===== config.mk =====
export PLATFORM = sky130hd
export DESIGN_NAME = strobed_debouncer
export DESIGN_NICKNAME = d
export VERILOG_FILES = /design/src/rtl/strobed_debouncer.sv
export SDC_FILE = /design/constraint.sdc
export NUM_CORES = 1
export LEC_CHECK = 0
export ABC_CLOCK_PERIOD_IN_PS = 1150
export BUFFER_PORTS_ARGS = -buffer_cell sky130_fd_sc_hd__buf_2
export CELL_PAD_IN_SITES_DETAIL_PLACEMENT = 1
export CELL_PAD_IN_SITES_GLOBAL_PLACEMENT = 1
export CORE_AREA = 10 10 47 49
export CTS_BUF_LIST = sky130_fd_sc_hd__clkbuf_2 sky130_fd_sc_hd__clkbuf_4 sky130_fd_sc_hd__clkbuf_8
export DETAILED_ROUTE_END_ITERATION = 8
export DIE_AREA = 0 0 57 59
export PLACE_DENSITY = 0.7
export SYNTH_ARGS = -nofsm -noshare
export SYNTH_HDL_FRONTEND = slang
export SYNTH_SLANG_ARGS = --single-unit

===== constraint.sdc =====
create_clock -name Clock -period 1.15 [get_ports Clock]
set_input_delay 0.1725 -clock Clock [delete_from_list [all_inputs] [get_ports Clock]]
set_output_delay 0.1725 -clock Clock [all_outputs]
set_load 0.005 [all_outputs]

===== src/rtl/strobed_debouncer.sv =====
// -----------------------------------------------------------------------------
// strobed_debouncer
//
// Debounces one raw mechanical push-button. The pin is synchronised every
// Clock, but the debounce state machine only advances on Strobe_i ticks from
// the upstream strobe generator. The debounce time is therefore
// STABLE_SAMPLES strobe periods, whatever the Clock frequency is.
//
// Parameters
//   STABLE_SAMPLES : consecutive identical samples needed to accept a change
//                    (1..255)
//   ACTIVE_LOW     : 1 = pin reads 0 when pressed, 0 = pin reads 1 when pressed
//   REPEAT_DELAY   : strobes from the accepted press to the first Repeat_o
//   REPEAT_RATE    : strobes between later Repeat_o pulses
//
// Ports
//   Clock      in   system clock, rising edge
//   Reset      in   synchronous, active-high reset
//   Strobe_i   in   sample tick, one Clock wide (held high = one sample/cycle)
//   Button_i   in   raw asynchronous button pin
//   State_o    out  debounced level, 1 = pressed regardless of ACTIVE_LOW
//   Pressed_o  out  one-Clock pulse on an accepted press
//   Released_o out  one-Clock pulse on an accepted release
//   Repeat_o   out  one-Clock autorepeat pulse while the button is held
//
// Build option
//   DEBOUNCE_AUTOREPEAT_EN : when defined, builds the autorepeat counter that
//   drives Repeat_o. When undefined, Repeat_o is tied to 0.
// -----------------------------------------------------------------------------
module strobed_debouncer #(
  parameter int STABLE_SAMPLES = 4,
  parameter bit ACTIVE_LOW     = 1'b1,
  parameter int REPEAT_DELAY   = 32,
  parameter int REPEAT_RATE    = 8
) (
  input  logic Clock,
  input  logic Reset,
  input  logic Strobe_i,
  input  logic Button_i,
  output logic State_o,
  output logic Pressed_o,
  output logic Released_o,
  output logic Repeat_o
);

  // ---------------------------------------------------------------------------
  // Derived constants
  // ---------------------------------------------------------------------------
  localparam int                CNT_W     = $clog2(STABLE_SAMPLES + 1);
  localparam logic [CNT_W-1:0]  CNT_LAST  = CNT_W'(STABLE_SAMPLES - 1);
  localparam logic [CNT_W-1:0]  CNT_ONE   = CNT_W'(1);
  // Pin level while the button is not pressed; the synchroniser resets to it
  // so that leaving reset never looks like a press.
  localparam logic              IDLE_LEVEL    = ACTIVE_LOW;
  localparam logic              SINGLE_SAMPLE = (STABLE_SAMPLES == 1);

  // Catch illegal configurations at elaboration rather than in silicon.
  if (STABLE_SAMPLES < 1 || STABLE_SAMPLES > 255 ||
      REPEAT_DELAY < 1 || REPEAT_RATE < 1) begin : g_bad_params
    $error("strobed_debouncer: parameter out of range");
  end

  typedef enum logic [1:0] {
    RELEASED     = 2'd0,
    PRESS_PEND   = 2'd1,
    PRESSED      = 2'd2,
    RELEASE_PEND = 2'd3
  } state_t;

  state_t           state_q;
  logic [CNT_W-1:0] cnt_q;

  // ---------------------------------------------------------------------------
  // Two-flop synchroniser, clocked every cycle independent of Strobe_i
  // ---------------------------------------------------------------------------
  logic sync_meta;
  logic sync_q;

  always_ff @(posedge Clock) begin
    // NOTE: sequential state always uses <=, so every flop samples the value
    // from before this edge; with = the second flop would see the new value of
    // the first and the two-stage chain would collapse into one stage.
    if (Reset) begin
      sync_meta <= IDLE_LEVEL;
      sync_q    <= IDLE_LEVEL;
    end else begin
      sync_meta <= Button_i;
      sync_q    <= sync_meta;
    end
  end

  // ---------------------------------------------------------------------------
  // Sample decode
  // ---------------------------------------------------------------------------
  logic sample;     // synchronised pin, 1 = pressed
  logic count_hit;  // this sample completes the required run
  logic strobe_ok;  // strobe that the FSM is allowed to act on

  always_comb begin
    // NOTE: every signal written here gets a value before any condition, so
    // no path leaves it unassigned and no latch is inferred.
    sample    = sync_q ^ ACTIVE_LOW;
    count_hit = (cnt_q == CNT_LAST);
    strobe_ok = Strobe_i;
    // With a single required sample and Strobe_i held high, a press and a
    // release could complete on adjacent cycles. Holding off for the one
    // cycle an event pulse is high keeps the two pulses apart. With two or
    // more samples the count itself already guarantees the gap.
    if (SINGLE_SAMPLE && (Pressed_o || Released_o)) begin
      strobe_ok = 1'b0;
    end
  end

  // ---------------------------------------------------------------------------
  // Debounce FSM with registered level and event outputs
  // ---------------------------------------------------------------------------
  // In the stable states the counter is 0, so count_hit there is true only
  // when a single sample is enough; that lets RELEASED/PRESS_PEND (and the
  // mirror pair) share one transition rule.
  always_ff @(posedge Clock) begin
    if (Reset) begin
      state_q    <= RELEASED;
      cnt_q      <= '0;
      State_o    <= 1'b0;
      Pressed_o  <= 1'b0;
      Released_o <= 1'b0;
    end else begin
      Pressed_o  <= 1'b0;
      Released_o <= 1'b0;
      if (strobe_ok) begin
        case (state_q)
          RELEASED, PRESS_PEND: begin
            if (sample) begin
              if (count_hit) begin
                state_q   <= PRESSED;
                cnt_q     <= '0;
                State_o   <= 1'b1;
                Pressed_o <= 1'b1;
              end else begin
                state_q <= PRESS_PEND;
                cnt_q   <= cnt_q + CNT_ONE;
              end
            end else begin
              // Bounce back: the run is broken and must start over.
              state_q <= RELEASED;
              cnt_q   <= '0;
            end
          end
          PRESSED, RELEASE_PEND: begin
            if (!sample) begin
              if (count_hit) begin
                state_q    <= RELEASED;
                cnt_q      <= '0;
                State_o    <= 1'b0;
                Released_o <= 1'b1;
              end else begin
                state_q <= RELEASE_PEND;
                cnt_q   <= cnt_q + CNT_ONE;
              end
            end else begin
              state_q <= PRESSED;
              cnt_q   <= '0;
            end
          end
          default: begin
            state_q <= RELEASED;
            cnt_q   <= '0;
            State_o <= 1'b0;
          end
        endcase
      end
    end
  end

`ifdef DEBOUNCE_AUTOREPEAT_EN
  // ---------------------------------------------------------------------------
  // Autorepeat: counts strobes while the debounced level is high. The first
  // period is REPEAT_DELAY strobes long, every later one REPEAT_RATE. A bounce
  // through RELEASE_PEND keeps counting; only a completed release clears it.
  // ---------------------------------------------------------------------------
  localparam int RPT_MAX = (REPEAT_DELAY > REPEAT_RATE) ? REPEAT_DELAY : REPEAT_RATE;
  localparam int RPT_W   = $clog2(RPT_MAX + 1);
  localparam logic [RPT_W-1:0] DELAY_LAST = RPT_W'(REPEAT_DELAY - 1);
  localparam logic [RPT_W-1:0] RATE_LAST  = RPT_W'(REPEAT_RATE - 1);
  localparam logic [RPT_W-1:0] RPT_ONE    = RPT_W'(1);

  logic [RPT_W-1:0] rpt_cnt_q;
  logic             rpt_in_rate_q;  // first repeat already issued
  logic [RPT_W-1:0] rpt_last;
  logic             release_done;   // FSM enters RELEASED on this edge

  always_comb begin
    rpt_last     = rpt_in_rate_q ? RATE_LAST : DELAY_LAST;
    release_done = strobe_ok && !sample && count_hit &&
                   (state_q == PRESSED || state_q == RELEASE_PEND);
  end

  always_ff @(posedge Clock) begin
    if (Reset) begin
      rpt_cnt_q     <= '0;
      rpt_in_rate_q <= 1'b0;
      Repeat_o      <= 1'b0;
    end else begin
      Repeat_o <= 1'b0;
      if (release_done) begin
        // Clearing wins over a repeat that would fall on the same strobe,
        // so no repeat is ever issued together with the release event.
        rpt_cnt_q     <= '0;
        rpt_in_rate_q <= 1'b0;
      end else if (Strobe_i && State_o) begin
        if (rpt_cnt_q == rpt_last) begin
          rpt_cnt_q     <= '0;
          rpt_in_rate_q <= 1'b1;
          Repeat_o      <= 1'b1;
        end else begin
          rpt_cnt_q <= rpt_cnt_q + RPT_ONE;
        end
      end
    end
  end
`else
  assign Repeat_o = 1'b0;
`endif

endmodule


After elaboration in Yosys (flattened, before gate mapping):

Cells that the tools add are included.

* add/subtract/negate cells: 1
* equal/unequal tests: 8
* multiplexer cells: 15
* bitwise gates (word level): 4
* reductions and logical operators: 6

Operators by type and width (number)
* $mux W3: 3
* $mux W2: 4
* $ne A2 B2 Y1 const B: 4
* $reduce_or A4 Y1: 2
* $pmux W3 S2: 1
* $mux W1: 5
* $reduce_and A5 Y1: 1
* $eq A2 B2 Y1 const B: 2
* $not A1 Y1: 4
* $pmux W2 S2: 1
* $reduce_or A2 Y1: 2
* $add A3 B1 Y3 const B: 1
* $eq A3 B2 Y1 const B: 1
* $eq A2 B1 Y1 const B: 1
* $logic_not A2 Y1: 1
* $pmux W1 S2: 1

* register bits after elaboration: 10
* input bits: 4
* output and inout port bits: 4

Longest topological paths before layout:

* depth after elaboration: 4
* gate-level depth with buffers: 4
* depth with buffers taken out: 4

Worst setup path before layout:

No wires, ideal clock.

* kind: reg-to-reg
* start: reg cnt_q[0]
* end: reg State_o
* arrival: 1.049 ns
* data required time: 1.047 ns
* slack: -0.002 ns
* cell stages (with the launch flop): 5
* period minus slack after synthesis: 1.152 ns
* path through: dfxtp_1 -> ha_1 -> and3b_4 -> and3_1 -> a2111oi_2

* word-level cells in the longest chain between the ends: 3
* elaborated cells on any way between the ends: 4
* those cells by class: eq/ne: 3; reduce/logical: 1

Ends and longest elaborated chain
* start, declared: RTL line 71 `logic [CNT_W-1:0] cnt_q;`
* start signal, assigned: RTL line 141 `cnt_q <= cnt_q + CNT_ONE;`
* start signal, assigned: RTL line 158 `cnt_q <= cnt_q + CNT_ONE;`
* $eq A3 B2 Y1 *: RTL line 103 `count_hit = (cnt_q == CNT_LAST);`
* $ne A2 B2 Y1 (no line)
* $reduce_and A5 Y1 (no line) *
* end signal, assigned: RTL line 124 `State_o <= 1'b0;`
* end signal, assigned: RTL line 137 `State_o <= 1'b1;`
* end signal, assigned: RTL line 154 `State_o <= 1'b0;`
* end, declared: RTL line 40 `output logic State_o,`

Every way passes the cells marked *; elsewhere a longest branch is shown, timed or not.
A chain may end at the register's enable or synchronous reset.

Worst setup path after layout:

Ends and elaborated chain as after synthesis.

==> run_results.csv <==
group,metric,value,unit
status,status,"complete, but fails checks",
status,violations,"negative setup slack",
sta,min_period_over_period,104,%
final_layout,layout-drive-gt1-share,58.8,%
global_route,gr-usage-met2,8.99,%
sta,fmax,0.835,GHz
floorplan,pin_count,8,
power,internal_power,488,µW
worst_setup_path,worstPathArrival,1.36,ns
floorplan,start_util,26.7,%
worst_setup_path,worst-path-buf-inv,0,
sta,skew,0.00334,ns
cts,clk-insertion-delay-late,0.27,ns
synth,syn_nets,41,
synth,yosys_register_bits,9,
cts,cts_tree,"built",
power,power_switching,137,µW
power,pwr-share-clk,44.3,%
cts,root_buffer,"clkbuf_4",
worst_setup_path,worstSetupPathType,"reg -> reg",
drt,avgRoutedWirePerCell,13.0,µm
power,power_density,1160,nW/µm²
synth,syn_inst,36,
global_route,antenna_found_initial,0,
floorplan,row_count,14,
cts,cts_made_buffers,3,
worst_setup_path,cp-start-kind,"flip-flop",
floorplan,die_w,57,µm
worst_setup_path,crit_family,"flip-flops",
final_layout,n_antenna_cell,0,
worst_setup_path,cp_slowest_stage_delay,0.34,ns
floorplan,fp.dieH,59,µm
sta,drv_slew,0,
final_layout,final_cell_mix,"7 x dfxtp_1, 7 x buf_4, 6 x buf_2, 4 x clkbuf_4, 3 x nand2b_1",
synth,synth.distinct_cells,23,
sta,post-route-min-period,1.20,ns
cts,cts_sinks,9,
power,pwr-share-comb,4.8,%
final_layout,num-nets-final,57,
sta,worst_slack,-0.0479,ns
power,ir_drop,0.669,mV
drt,vias,316,
cts,clock_path_buffers,2,
global_route,overflow,0,
global_route,grt_usage,5.50,%
sta,hold_viol_final,0,
worst_hold_path,worstHoldPathType,"in -> reg",
synth,syn-cell-area,374,µm²
power,seqPwrFrac,50.9,%
power,p_sw_share,22.0,%
cts,path_clk_slew,0.06,ns
job,cap_viol_max_count,0,
global_route,use_met3,1.72,%
placed_design,placedCellCount,60,
synth,synth-edff-count,0,
sta,final-setup-viol-count,1,
worst_setup_path,crit_chain,"ha_4, and3b_4, and3_4, a2111oi_4",
drt,ant_nets,0,
final_layout,area_growth,43.8,%
power,total_power,625,µW
synth,synth_ff_type,"dfxtp_1",
global_route,met1_usage,5.49,%
synth,syn_avg_cell_area,10.4,µm²
power,leakage,0.220,nW
sta,rsz0062_at_grt,"true",
placed_design,dpl.hpwl,596,µm
worst_setup_path,crit_path_max_fanout,4,
final_layout,post-route-util,38.4,%
global_route,grt_max_degree,11,
placed_design,gp_congestion,0.656,
synth,seq_area_frac_synth,48.2,%
synth,ys_warn_count,0,
global_route,grt.busiest_layer,"met2",
global_route,grt_pass1_wl,1.43,mm
cts,cts_htree_levels,1,
drt,drt-total-wl,873,µm
drt,drc,0,
global_route,first_global_vias,325,
final_layout,fin_cells,67,
floorplan,coreArea,1400,µm²
drt,drtIter0Drc,1,
placed_design,port_buffers,6,
sta,timing.hold.ws,0.0858,ns
sta,timing.setup.tns,-0.0479,ns
worst_setup_path,crit_slowest_cell,"dfxtp_2",
synth,async_reset_ff_share,0,%
drt,dr.pass1.iters,2,
floorplan,die_area,3360,µm²
worst_setup_path,endpoint_kind,"flip-flop",
worst_setup_path,required,1.31,ns
drt,viasPerCell,4.72,
-- per-stage QoR --
| step | area (µm²) | worst slack (ns) |
|---|---|---|
| floorplan | 377 | 0.0264 |
| global placement | 445 | -0.0118 |
| detailed placement | 445 | -0.0756 |
| CTS | 528 | -0.0376 |
| global route | 538 | -0.0886 |
| finish | 538 | -0.0479 |
-- cells in the mapped netlist (2+ instances only) --
library cell / n / area, µm²
dfxtp_1: 9 / 180
inv_1: 2 / 7.51
or2_2: 2 / 12.5
nand2b_1: 3 / 18.8
a21oi_1: 2 / 10.0
-- flip-flops by register name, indices dropped and copies added (netlist names) --
| name | cells |
|---|---|
| Pressed_o | 1 |
| Released_o | 1 |
| State_o | 1 |
| cnt_q | 3 |
| state_q | 1 |
| sync_meta | 1 |
| sync_q | 1 |
-- power groups by stage --
stage	logic [mW]	clock network (mW)	registers (mW)
finish	0.0298	0.277	0.318
detailed placement	0.0266	0	0.325
global placement	0.0262	0	0.325
CTS	0.0281	0.287	0.318
global route	0.0335	0.306	0.318
floorplan	0.0158	0	0.325
-- timing repair --
item	4_1_cts	5_1_grt
buffers inserted	3	0
hold buffers	0	0
pin swaps	3	1
setup endpoints to repair	1	3
resized for setup	5	2
-- kinds of logic (layout without fill, tap and decap cells) --
| logic type | after synthesis | after routing | synth area share, % |
|---|---|---|---|
| other | 1 | 1 | 1.00 |
| XOR/XNOR | 1 | 1 | 2.34 |
| flip-flops | 9 | 9 | 48.2 |
| AND/OR/NAND/NOR | 14 | 14 | 27.1 |
| buffers and inverters | 4 | 19 | 5.02 |
| AO/OA/AOI/OAI | 6 | 6 | 13.0 |
| adder cells (fa/ha/maj) | 1 | 1 | 3.34 |
-- worst register-to-register path, delay by kind of cell, from the launching register on --
| family | cells | cell delay (ns) |
|---|---|---|
| DFF | 1 | 0.34 |
| and+or+nand+nor | 2 | 0.33 |
| AOI/OAI and AO/OA | 1 | 0.27 |
| adders and majority gates | 1 | 0.15 |
-- final timing paths --
| path | to | start | cells past startpoint | slack, ns |
|---|---|---|---|---|
| worst max-delay path | State_o$_SDFFE_PP0P_ | cnt_q[0]$_SDFFE_PP0P_ | 4 | -0.05 |
| worst min-delay path | sync_meta$_SDFF_PP1_ | Button_i | 2 | 0.09 |
| worst max register to register | State_o$_SDFFE_PP0P_ | cnt_q[0]$_SDFFE_PP0P_ | 4 | -0.05 |
| worst min register to register | sync_q$_SDFF_PP1_ | sync_meta$_SDFF_PP1_ | 1 | 0.41 |
-- area by class of cell --
cell class	count	area (µm²)
clock buffer	4	30.0
timing repair buffer	13	82.6
tap	16	20.0
sequential	9	183
inverter	2	7.51
fill	175	863
multi-input combinational	23	215
-- routing by layer --
layer	part of all wire, %	vias up
met1	38	151
met4	2.9	0
met5	0	-
met3	4.4	2
li1	-	155
met2	54	8
(Power assumes the default switching activity.)
